[config.mk]
export PLATFORM = sky130hd
export DESIGN_NAME = lsu_bridge
export DESIGN_NICKNAME = d
export VERILOG_FILES = /design/src/rtl/lsu_bridge.sv
export SDC_FILE = /design/constraint.sdc
export NUM_CORES = 1
export LEC_CHECK = 0
export BUFFER_PORTS_ARGS = -buffer_cell sky130_fd_sc_hd__buf_2
export CAP_MARGIN = 20
export CELL_PAD_IN_SITES_DETAIL_PLACEMENT = 1
export CELL_PAD_IN_SITES_GLOBAL_PLACEMENT = 2
export CORE_ASPECT_RATIO = 1.2
export CORE_MARGIN = 2
export CORE_UTILIZATION = 29
export CTS_CLUSTER_SIZE = 14
export DETAILED_ROUTE_END_ITERATION = 6
export GPL_TIMING_DRIVEN = 0
export HOLD_SLACK_MARGIN = 0.1
export PLACE_DENSITY_LB_ADDON = 0.1
export RECOVER_POWER = 50
export SYNTH_ARGS = -nofsm -noshare
export SYNTH_HDL_FRONTEND = slang
export SYNTH_SLANG_ARGS = --single-unit
[constraint.sdc]
create_clock -name clk -period 4.1 [get_ports clk]
set_input_delay 0.205 -clock clk [delete_from_list [all_inputs] [get_ports clk]]
set_output_delay 0.205 -clock clk [all_outputs]
set_load 0.05 [all_outputs]
[src/rtl/lsu_bridge.sv]
// rtl/lsu_bridge.sv - load/store bridge from execute-stage memory request to data SRAM port
module lsu_bridge #(
    parameter int TIMEOUT = 16,
    parameter int ADDR_W  = 32
) (
    input  logic              clk,
    input  logic              rst,
    input  logic              req_valid_i,
    input  logic              req_wen_i,
    input  logic [2:0]        req_funct3_i,
    input  logic [ADDR_W-1:0] req_addr_i,
    input  logic [31:0]       req_wdata_i,
    output logic              hold_o,
    output logic              resp_valid_o,
    output logic [31:0]       resp_rdata_o,
    output logic              err_o,
    output logic              mem_sel_o,
    output logic              mem_wen_o,
    output logic [ADDR_W-1:0] mem_addr_o,
    output logic [3:0]        mem_wmask_o,
    output logic [31:0]       mem_wdata_o,
    input  logic [31:0]       mem_rdata_i,
    input  logic              mem_ack_i
);

    typedef enum logic [1:0] {
        S_IDLE = 2'd0,
        S_WAIT = 2'd1,
        S_DONE = 2'd2,
        S_ERR  = 2'd3
    } state_t;

    state_t state, state_nxt;

    logic [7:0]        cnt;
    logic [ADDR_W-1:0] addr_q;
    logic [3:0]        mask_q;
    logic [31:0]       wdata_q;
    logic              wen_q;
    logic [2:0]        funct3_q;
    logic [1:0]        off_q;
    logic [31:0]       rdata_q;

    logic              req_ok;
    logic [3:0]        req_mask;
    logic [31:0]       req_lane_data;
    logic [31:0]       load_ext;
    logic              timeout_hit;

    // Request decode: opcode legality, alignment, store lane mask and replicated data
    always_comb begin
        logic f3_ok;
        logic misalign;
        f3_ok    = 1'b0;
        misalign = 1'b0;
        if (req_wen_i) begin
            f3_ok = (req_funct3_i[2] == 1'b0) && (req_funct3_i[1:0] != 2'b11);
        end else begin
            f3_ok = (req_funct3_i[1:0] != 2'b11) && !(req_funct3_i[2] && req_funct3_i[1]);
        end
        case (req_funct3_i[1:0])
            2'b01:   misalign = req_addr_i[0];
            2'b10:   misalign = (req_addr_i[1:0] != 2'b00);
            default: misalign = 1'b0;
        endcase
        req_ok = f3_ok && !misalign;

        req_mask      = 4'b0000;
        req_lane_data = req_wdata_i;
        case (req_funct3_i[1:0])
            2'b00: begin
                req_mask      = 4'b0001 << req_addr_i[1:0];
                req_lane_data = {4{req_wdata_i[7:0]}};
            end
            2'b01: begin
                req_mask      = 4'b0011 << req_addr_i[1:0];
                req_lane_data = {2{req_wdata_i[15:0]}};
            end
            default: begin
                req_mask      = 4'b1111;
                req_lane_data = req_wdata_i;
            end
        endcase
        if (!req_wen_i) begin
            req_mask = 4'b0000;
        end
    end

    // Load lane selection and sign/zero extension using the latched offset
    always_comb begin
        logic [7:0]  lane_b;
        logic [15:0] lane_h;
        case (off_q)
            2'd0:    lane_b = mem_rdata_i[7:0];
            2'd1:    lane_b = mem_rdata_i[15:8];
            2'd2:    lane_b = mem_rdata_i[23:16];
            default: lane_b = mem_rdata_i[31:24];
        endcase
        lane_h = off_q[1] ? mem_rdata_i[31:16] : mem_rdata_i[15:0];
        case (funct3_q)
            3'b000:  load_ext = {{24{lane_b[7]}}, lane_b};
            3'b001:  load_ext = {{16{lane_h[15]}}, lane_h};
            3'b100:  load_ext = {24'd0, lane_b};
            3'b101:  load_ext = {16'd0, lane_h};
            default: load_ext = mem_rdata_i;
        endcase
    end

    assign timeout_hit = (cnt == 8'(TIMEOUT - 1));

    // State register
    always_ff @(posedge clk or posedge rst) begin
        if (rst) begin
            state <= S_IDLE;
        end else begin
            state <= state_nxt;
        end
    end

    // Next-state logic; an ack in the timeout cycle still completes the access
    always_comb begin
        state_nxt = state;
        case (state)
            S_IDLE: begin
                if (req_valid_i) begin
                    state_nxt = req_ok ? S_WAIT : S_ERR;
                end
            end
            S_WAIT: begin
                if (mem_ack_i) begin
                    state_nxt = S_DONE;
                end else if (timeout_hit) begin
                    state_nxt = S_ERR;
                end
            end
            S_DONE:  state_nxt = S_IDLE;
            S_ERR:   state_nxt = S_IDLE;
            default: state_nxt = S_IDLE;
        endcase
    end

    // Request latch, wait counter and load-data capture
    always_ff @(posedge clk or posedge rst) begin
        if (rst) begin
            cnt      <= 8'd0;
            addr_q   <= '0;
            mask_q   <= 4'd0;
            wdata_q  <= 32'd0;
            wen_q    <= 1'b0;
            funct3_q <= 3'd0;
            off_q    <= 2'd0;
            rdata_q  <= 32'd0;
        end else begin
            if (state == S_IDLE && req_valid_i && req_ok) begin
                cnt      <= 8'd0;
                addr_q   <= {req_addr_i[ADDR_W-1:2], 2'b00};
                mask_q   <= req_mask;
                wdata_q  <= req_wen_i ? req_lane_data : 32'd0;
                wen_q    <= req_wen_i;
                funct3_q <= req_funct3_i;
                off_q    <= req_addr_i[1:0];
            end else if (state == S_WAIT) begin
                if (mem_ack_i) begin
                    rdata_q <= wen_q ? 32'd0 : load_ext;
                end else begin
                    cnt <= cnt + 8'd1;
                end
            end
        end
    end

    assign hold_o       = ((state == S_IDLE) && req_valid_i) || (state == S_WAIT);
    assign mem_sel_o    = (state == S_WAIT);
    assign mem_wen_o    = (state == S_WAIT) && wen_q;
    assign mem_addr_o   = addr_q;
    assign mem_wmask_o  = mask_q;
    assign mem_wdata_o  = wdata_q;
    assign resp_valid_o = (state == S_DONE);
    assign err_o        = (state == S_ERR);
    assign resp_rdata_o = rdata_q;

endmodule

==> flow_summary.json, run 1 <==
{
  "status": "finished, violations left",
  "violations": "max-capacitance violations, max-slew violations",
  "rr_startpoint": "state[0]$_DFFE_PP0P_",
  "synth_top_area_share_pct": 51.68,
  "wl_um": 19440,
  "die-area_um2": 20160,
  "antenna_found_initial": 1,
  "stdcell_count": 1095,
  "drv_slew": 47,
  "grt_util_all_layers_pct": 19.70,
  "skew_ns": 0.008588,
  "p_leak_nw": 3.771,
  "cts_buffer_depth": 2,
  "hp-start": "req_wdata_i[9]",
  "rsz0062_at_grt": "false",
  "clk_latency_ns": 0.41,
  "fmax_mhz": 445.2,
  "async_reset_ff_share_pct": 100.0,
  "dr_total_vias": 5221,
  "diodes": 0,
  "clk_pin_slew_ns": 0.06,
  "finalCritPeriodShare_pct": 54.78,
  "synth_area_leaders": "dfrtp_1 52%, mux2_2 8.8%, o21ai_0 8.1%, nand2_1 4.1%, nor2_1 3.2%",
  "drive_above_1_share_pct": 31.11,
  "post_drt_wl_per_cell_um": 17.75,
  "worst_ir_drop_vdd_mv": 0.4025,
  "layout.nets": 935,
  "r2r_setup_slack_ns": 1.85,
  "drt_pass1_iterations": 4,
  "critPathSlowestCell": "nor2_1",
  "slowest_delay_ns": 0.51,
  "gp_congestion": 0.7507,
  "setup_violations": 0,
  "synthCells": 531,
  "r2r_cells": 6,
  "drc_errors": 0,
  "arrival_ns": 2.57,
  "synth_top_cell_by_area": "dfrtp_1",
  "core_region_area_um2": 18790,
  "synth_flop_cell": "dfrtp_1",
  "max_slew_margin_pct": -47.99,
  "synth.yosys.seq_area_share_pct": 51.68,
  "hold_viol_final": 0,
  "netlist_area_um2": 5520,
  "synth_edf_count": 0,
  "critPathLaunch": "state[0]$_DFFE_PP0P_",
  "ant_nets": 0,
  "cp_max_fo": 10,
  "crit_buf_inv": 2,
  "crit_path_start_kind": "flip-flop",
  "worst_path_dominant_cell_family": "simple AND/OR/NAND/NOR gates",
  "p_per_area_nw_per_um2": 866.2,
  "syn_avg_cell_area_um2": 10.40,
  "synth_most_common_cell": "dfrtp_1",
  "fillers": 2213,
  "tritoncts": "built",
  "placed_cells": 995,
  "cp.required_ns": 4.43,
  "ys_types": 58,
  "whs_ns": 0.1172,
  "grt_start_max_net_pins": 69,
  "worstMarginPinSlew_ns": 2.208,
  "cts_buffers": 17,
  "cp-endpoint": "resp_rdata_o[0]$_DFFE_PP0P_",
  "rows": 55,
  "cp_cell_sequence": "clkbuf_1 -> nand3b_1 -> nor2_1 -> buf_2 -> o21ai_0 -> o21ai_0",
  "reg2reg_to": "resp_rdata_o[0]$_DFFE_PP0P_",
  "chipWidth_um": 130.0,
  "cap_violations": 1,
  "portBuffers": 206,
  "via_per_inst": 4.768,
  "synthTopCellsByCount": "114 x dfrtp_1, 89 x o21ai_0, 60 x nand2_1, 47 x nor2_1, 43 x mux2_2",
  "initial_core_util_pct": 29.38,
  "area_growth_pct": 47.30,
  "cts_root_buffer": "clkbuf_16",
  "drt_iter0_drc": 236,
  "place_hpwl_um": 14030,
  "worstSetupPathType": "reg2reg",
  "cts_sinks": 114,
  "grt_pass1_wl_um": 30680,
  "yosys_warnings": 0,
  "layout_min_cycle_time_ns": 2.246,
  "fp.dieH_um": 155.1,
  "min_path_type": "in2reg",
  "grt_remaining_overflow": 0,
  "final_util_pct": 43.28,
  "path_depth": 6,
  "ys_seq_elements": 114,
  "cp_common_cell": "o21ai_0",
  "grt_pass1_vias": 5703,
  "ios": 209,
  "htreeDepth": 4,
  "cp-end-kind": "flip-flop"
}
flip-flops by register name (all words and copies together), names as in the netlist:
name and count:
mem_wdata_o 32, resp_rdata_o 32, mem_addr_o 30, cnt 8
mem_wmask_o 4, funct3_q 3, off_q 2, state 2
wen_q 1
area by class of cell:
| cell class | count | area, µm² | share of cell area, % |
|---|---|---|---|
| repair buffers | 275 | 1675 | 20.60 |
| flip-flops and latches | 114 | 2853 | 35.08 |
| clock buffers | 18 | 439.2 | 5.401 |
| well taps | 256 | 320.3 | 3.939 |
| inverters | 8 | 31.28 | 0.3847 |
| multi-input cells | 372 | 2385 | 29.33 |
| clock inverters | 14 | 178.9 | 2.200 |
| plain buffers | 38 | 249.0 | 3.062 |
cells by family (layout without fill, tap and decap cells):
| logic type | Yosys count | count (layout) | share of synthesized area, % |
|---|---|---|---|
| xor gates and xnor gates | 7 | 7 | 1.111 |
| AOI/OAI and AO/OA | 156 | 156 | 17.38 |
| buffers and inverters | 46 | 353 | 5.190 |
| muxes | 54 | 54 | 10.83 |
| DFF | 114 | 114 | 51.68 |
| adders and majority gates | 5 | 5 | 1.133 |
| other | 1 | 2 | 0.06793 |
| and+or+nand+nor | 148 | 148 | 12.60 |
worst reg2reg max path, cell delays in order (launching register included):
cell	delay, ns
dfrtp_1	0.31
clkbuf_1	0.32
nand3b_1	0.40
nor2_1	0.51
buf_2	0.33
o21ai_0	0.13
o21ai_0	0.17
layer usage:
layer	GRT usage (%)	routed length, µm	up-vias
met5	0	7	-
met3	5.296	957	33
met1	23.13	7894	2574
met4	6.503	406	2
met2	34.60	10170	152
li1	-	-	2460
how the worst min path moves through the flow:
stage / cells past startpoint / endpoint / slack (ns)
floorplan: 1 / state[0]$_DFFE_PP0P_ / 0.30
global placement: 2 / mem_addr_o[2]$_DFFE_PP0P_ / 0.42
detailed placement: 2 / mem_addr_o[12]$_DFFE_PP0P_ / 0.27
CTS: 3 / mem_wdata_o[9]$_DFFE_PP0P_ / 0.10
global route: 3 / mem_wdata_o[11]$_DFFE_PP0P_ / 0.12
finish: 3 / mem_wdata_o[9]$_DFFE_PP0P_ / 0.12
stage by stage:
stage | cell area [µm²] | total power, mW | setup slack [ns] | setup TNS [ns]
after floorplan | 5524 | 4.584 | 0.8793 | 0
after global placement | 6875 | 5.479 | -0.7579 | -85.39
after detailed placement | 6908 | 5.566 | 1.902 | 0
after CTS | 8207 | 7.194 | 1.997 | 0
after global routing | 8132 | 7.445 | 1.610 | 0
final | 8132 | 7.044 | 1.854 | 0
timing repair:
item,CTS,global route
setup buffers,0,0
hold endpoints to repair,113,0
hold buffers,68,0
resized for setup,0,0
power by group:
part	total, mW	leakage, nW	internal, mW	switching (mW)
Combinational	3.57	2.03	0.892	2.68
Sequential	1.92	1.45	1.63	0.288
Clock	1.55	0.294	0.979	0.567
Total	7.04	3.77	3.51	3.54
cells in the final DEF (no fill, tap or decap), drive strengths merged, types with 2 or more instances in the layout:
| master | n |
|---|---|
| a32o | 7 |
| nor2b | 3 |
| conb | 2 |
| a21boi | 10 |
| inv | 9 |
| mux2i | 8 |
| nand3 | 3 |
| or2 | 2 |
| mux2 | 46 |
| nand2 | 61 |
| dlygate4sd3 | 69 |
| a22o | 8 |
| nor3b | 2 |
| o21ai | 96 |
| or3 | 7 |
| dlygate4sd1 | 2 |
| bufinv | 3 |
| xor2 | 6 |
| and2 | 3 |
| clkbuf | 84 |
| nand2b | 9 |
| clkinvlp | 4 |
| nand4 | 2 |
| a21oi | 9 |
| ha | 5 |
| nand3b | 2 |
| buf | 176 |
| clkinv | 6 |
| o31ai | 18 |
| dfrtp | 114 |
| nor2 | 48 |
(Power assumes the default switching activity.)
==> run 2: changes to the inputs <==
- clock period: 4.1 -> 2.1 ns (I/O delays scaled with it)
==> run 2 against run 1 <==
  * The run now ends clean
  * Design area up 3.1%
  * Worst setup slack worse by 1.7 ns
  * Combinational power grew 95%
  * Core utilization grew 1.4 points
  * Register-to-register slack got worse by 1.7 ns
  * Maximum frequency is 14% higher
==> flow_summary.json, run 2 (synthesized netlist as in run 1, its figures left out) <==
{
  "status": "complete, no violations",
  "setup_ws_ns": 0.1343,
  "dr_total_vias": 5312,
  "final_common_cell": "dfrtp_1",
  "p_per_area_nw_per_um2": 1627,
  "ant_nets": 0,
  "grt_pass1_vias": 5782,
  "slowest_delay_ns": 0.37,
  "skew_ns": 0.01078,
  "area_growth_pct": 51.93,
  "cts_buffers": 17,
  "fmax_mhz": 508.7,
  "htreeDepth": 4,
  "crit_buf_inv": 2,
  "fp.dieH_um": 155.1,
  "die-area_um2": 20160,
  "cp-end-kind": "flip-flop",
  "place_hpwl_um": 13960,
  "grt_remaining_overflow": 0,
  "via_per_inst": 4.701,
  "clk_pin_slew_ns": 0.06,
  "arrival_ns": 2.27,
  "crit_path_start_kind": "flip-flop",
  "grt_start_max_net_pins": 42,
  "gp_congestion": 0.7772,
  "drv_slew": 0,
  "grt_pass1_wl_um": 30540,
  "antenna_found_initial": 2,
  "chipWidth_um": 130.0,
  "cts_sinks": 114,
  "clk_latency_ns": 0.42,
  "core_region_area_um2": 18790,
  "portBuffers": 206,
  "final_util_pct": 44.64,
  "worst_ir_drop_vdd_mv": 0.8222,
  "cp_cell_sequence": "buf_6 -> nor4b_4 -> nand2_2 -> nor2_4 -> buf_2 -> mux2_1",
  "grt_util_all_layers_pct": 19.78,
  "cp_max_fo": 10,
  "tritoncts": "built",
  "ios": 209,
  "critPathSlowestCell": "dfrtp_1",
  "drive_above_1_share_pct": 25.57,
  "drt_iter0_drc": 159,
  "max_slew_margin_pct": 37.47,
  "rows": 55,
  "pre_cts_slack_ns": -0.01405,
  "wl_um": 19540,
  "worstSetupPathType": "reg2reg",
  "cp.required_ns": 2.40,
  "post_dp_cell_area_um2": 6919,
  "hold_viol_final": 0,
  "worstMarginPinSlew_ns": 0.9379,
  "post_drt_wl_per_cell_um": 17.29,
  "layout_min_cycle_time_ns": 1.966,
  "layout.nets": 968,
  "drc_errors": 0,
  "cts_buffer_depth": 2,
  "postLayoutCellArea_um2": 8387,
  "layout_common_cells": "114 x dfrtp_1, 113 x buf_2, 112 x clkbuf_1",
  "rsz0062_at_grt": "false",
  "cts_root_buffer": "clkbuf_16",
  "drt_pass1_iterations": 4,
  "initial_core_util_pct": 29.38,
  "min_path_type": "in2reg",
  "finalCritPeriodShare_pct": 93.60,
  "setup_violations": 0,
  "p_leak_nw": 3.748,
  "cap_violations": 0,
  "worst_path_dominant_cell_family": "simple AND/OR/NAND/NOR gates"
}
[run 2: cell types whose count changed in the layout (fill, tap and decap cells not counted), moves of 2 or more]
cell / before / now
buf_2: 160 / 113
buf_4: 6 / 11
clkbuf_1: 65 / 112
diode_2: 0 / 2
dlygate4sd3_1: 69 / 96
[run 2: what timing repair did]
action	CTS	global route
resized for setup	0	4
buffers inserted	0	5
hold buffers	95	0
endpoints found under the setup margin	0	20
endpoints found under the hold margin	128	0
[run 2: final timing paths]
path,slack [ns],startpoint,cells after the start,end
worst max-delay path,0.13,state[0]$_DFFE_PP0P_,6,mem_addr_o[3]$_DFFE_PP0P_
worst min-delay path,0.12,req_wdata_i[18],4,mem_wdata_o[18]$_DFFE_PP0P_
worst max register to register,0.13,state[0]$_DFFE_PP0P_,6,mem_addr_o[3]$_DFFE_PP0P_
worst min register to register,0.48,resp_rdata_o[25]$_DFFE_PP0P_,2,resp_rdata_o[25]$_DFFE_PP0P_
max in group asynchronous,0.32,rst,4,mem_wmask_o[3]$_DFFE_PP0P_
min in group asynchronous,0.39,rst,3,resp_rdata_o[4]$_DFFE_PP0P_
[run 2: routing by layer]
metal | global-route usage, % | wire length [µm]
met5 | 0 | 0
met4 | 7.322 | 467
met3 | 5.365 | 992
met2 | 34.93 | 10130
met1 | 22.68 | 7946
[run 2: where the power goes]
part | total (mW) | internal [mW] | switching, mW
clock network | 2.91 | 1.79 | 1.12
logic | 6.97 | 1.71 | 5.26
registers | 3.76 | 3.19 | 0.569
[run 2: layout make-up]
type / instances / area (µm²)
fillers: 2212 / 10400
flip-flops and latches: 114 / 2853
multi-input cells: 372 / 2399
repair buffers: 308 / 1921
clock buffers: 18 / 439.2
well taps: 256 / 320.3
plain buffers: 38 / 257.7
clock inverters: 14 / 155.1
inverters: 8 / 37.54
diodes: 2 / 5.005
[run 2: worst min-delay path, delay by kind of cell]
family / cells / cell delay, ns
buffers and inverters: 1 / 0.08
and+or+nand+nor: 1 / 0.04
AOI/OAI and AO/OA: 1 / 0.13
muxes: 1 / 0.16
[run 2: through the flow]
stage	total power, mW	TNS [ns]	hold slack (ns)	instances
finish	13.64	0	0.1200	1130
CTS	13.97	0	0.1155	1123
detailed placement	10.85	-0.01405	0.3260	996
floorplan	8.951	0	0.1975	532
global placement	10.69	-30.58	0.3250	994
global route	14.39	0	0.1585	1129
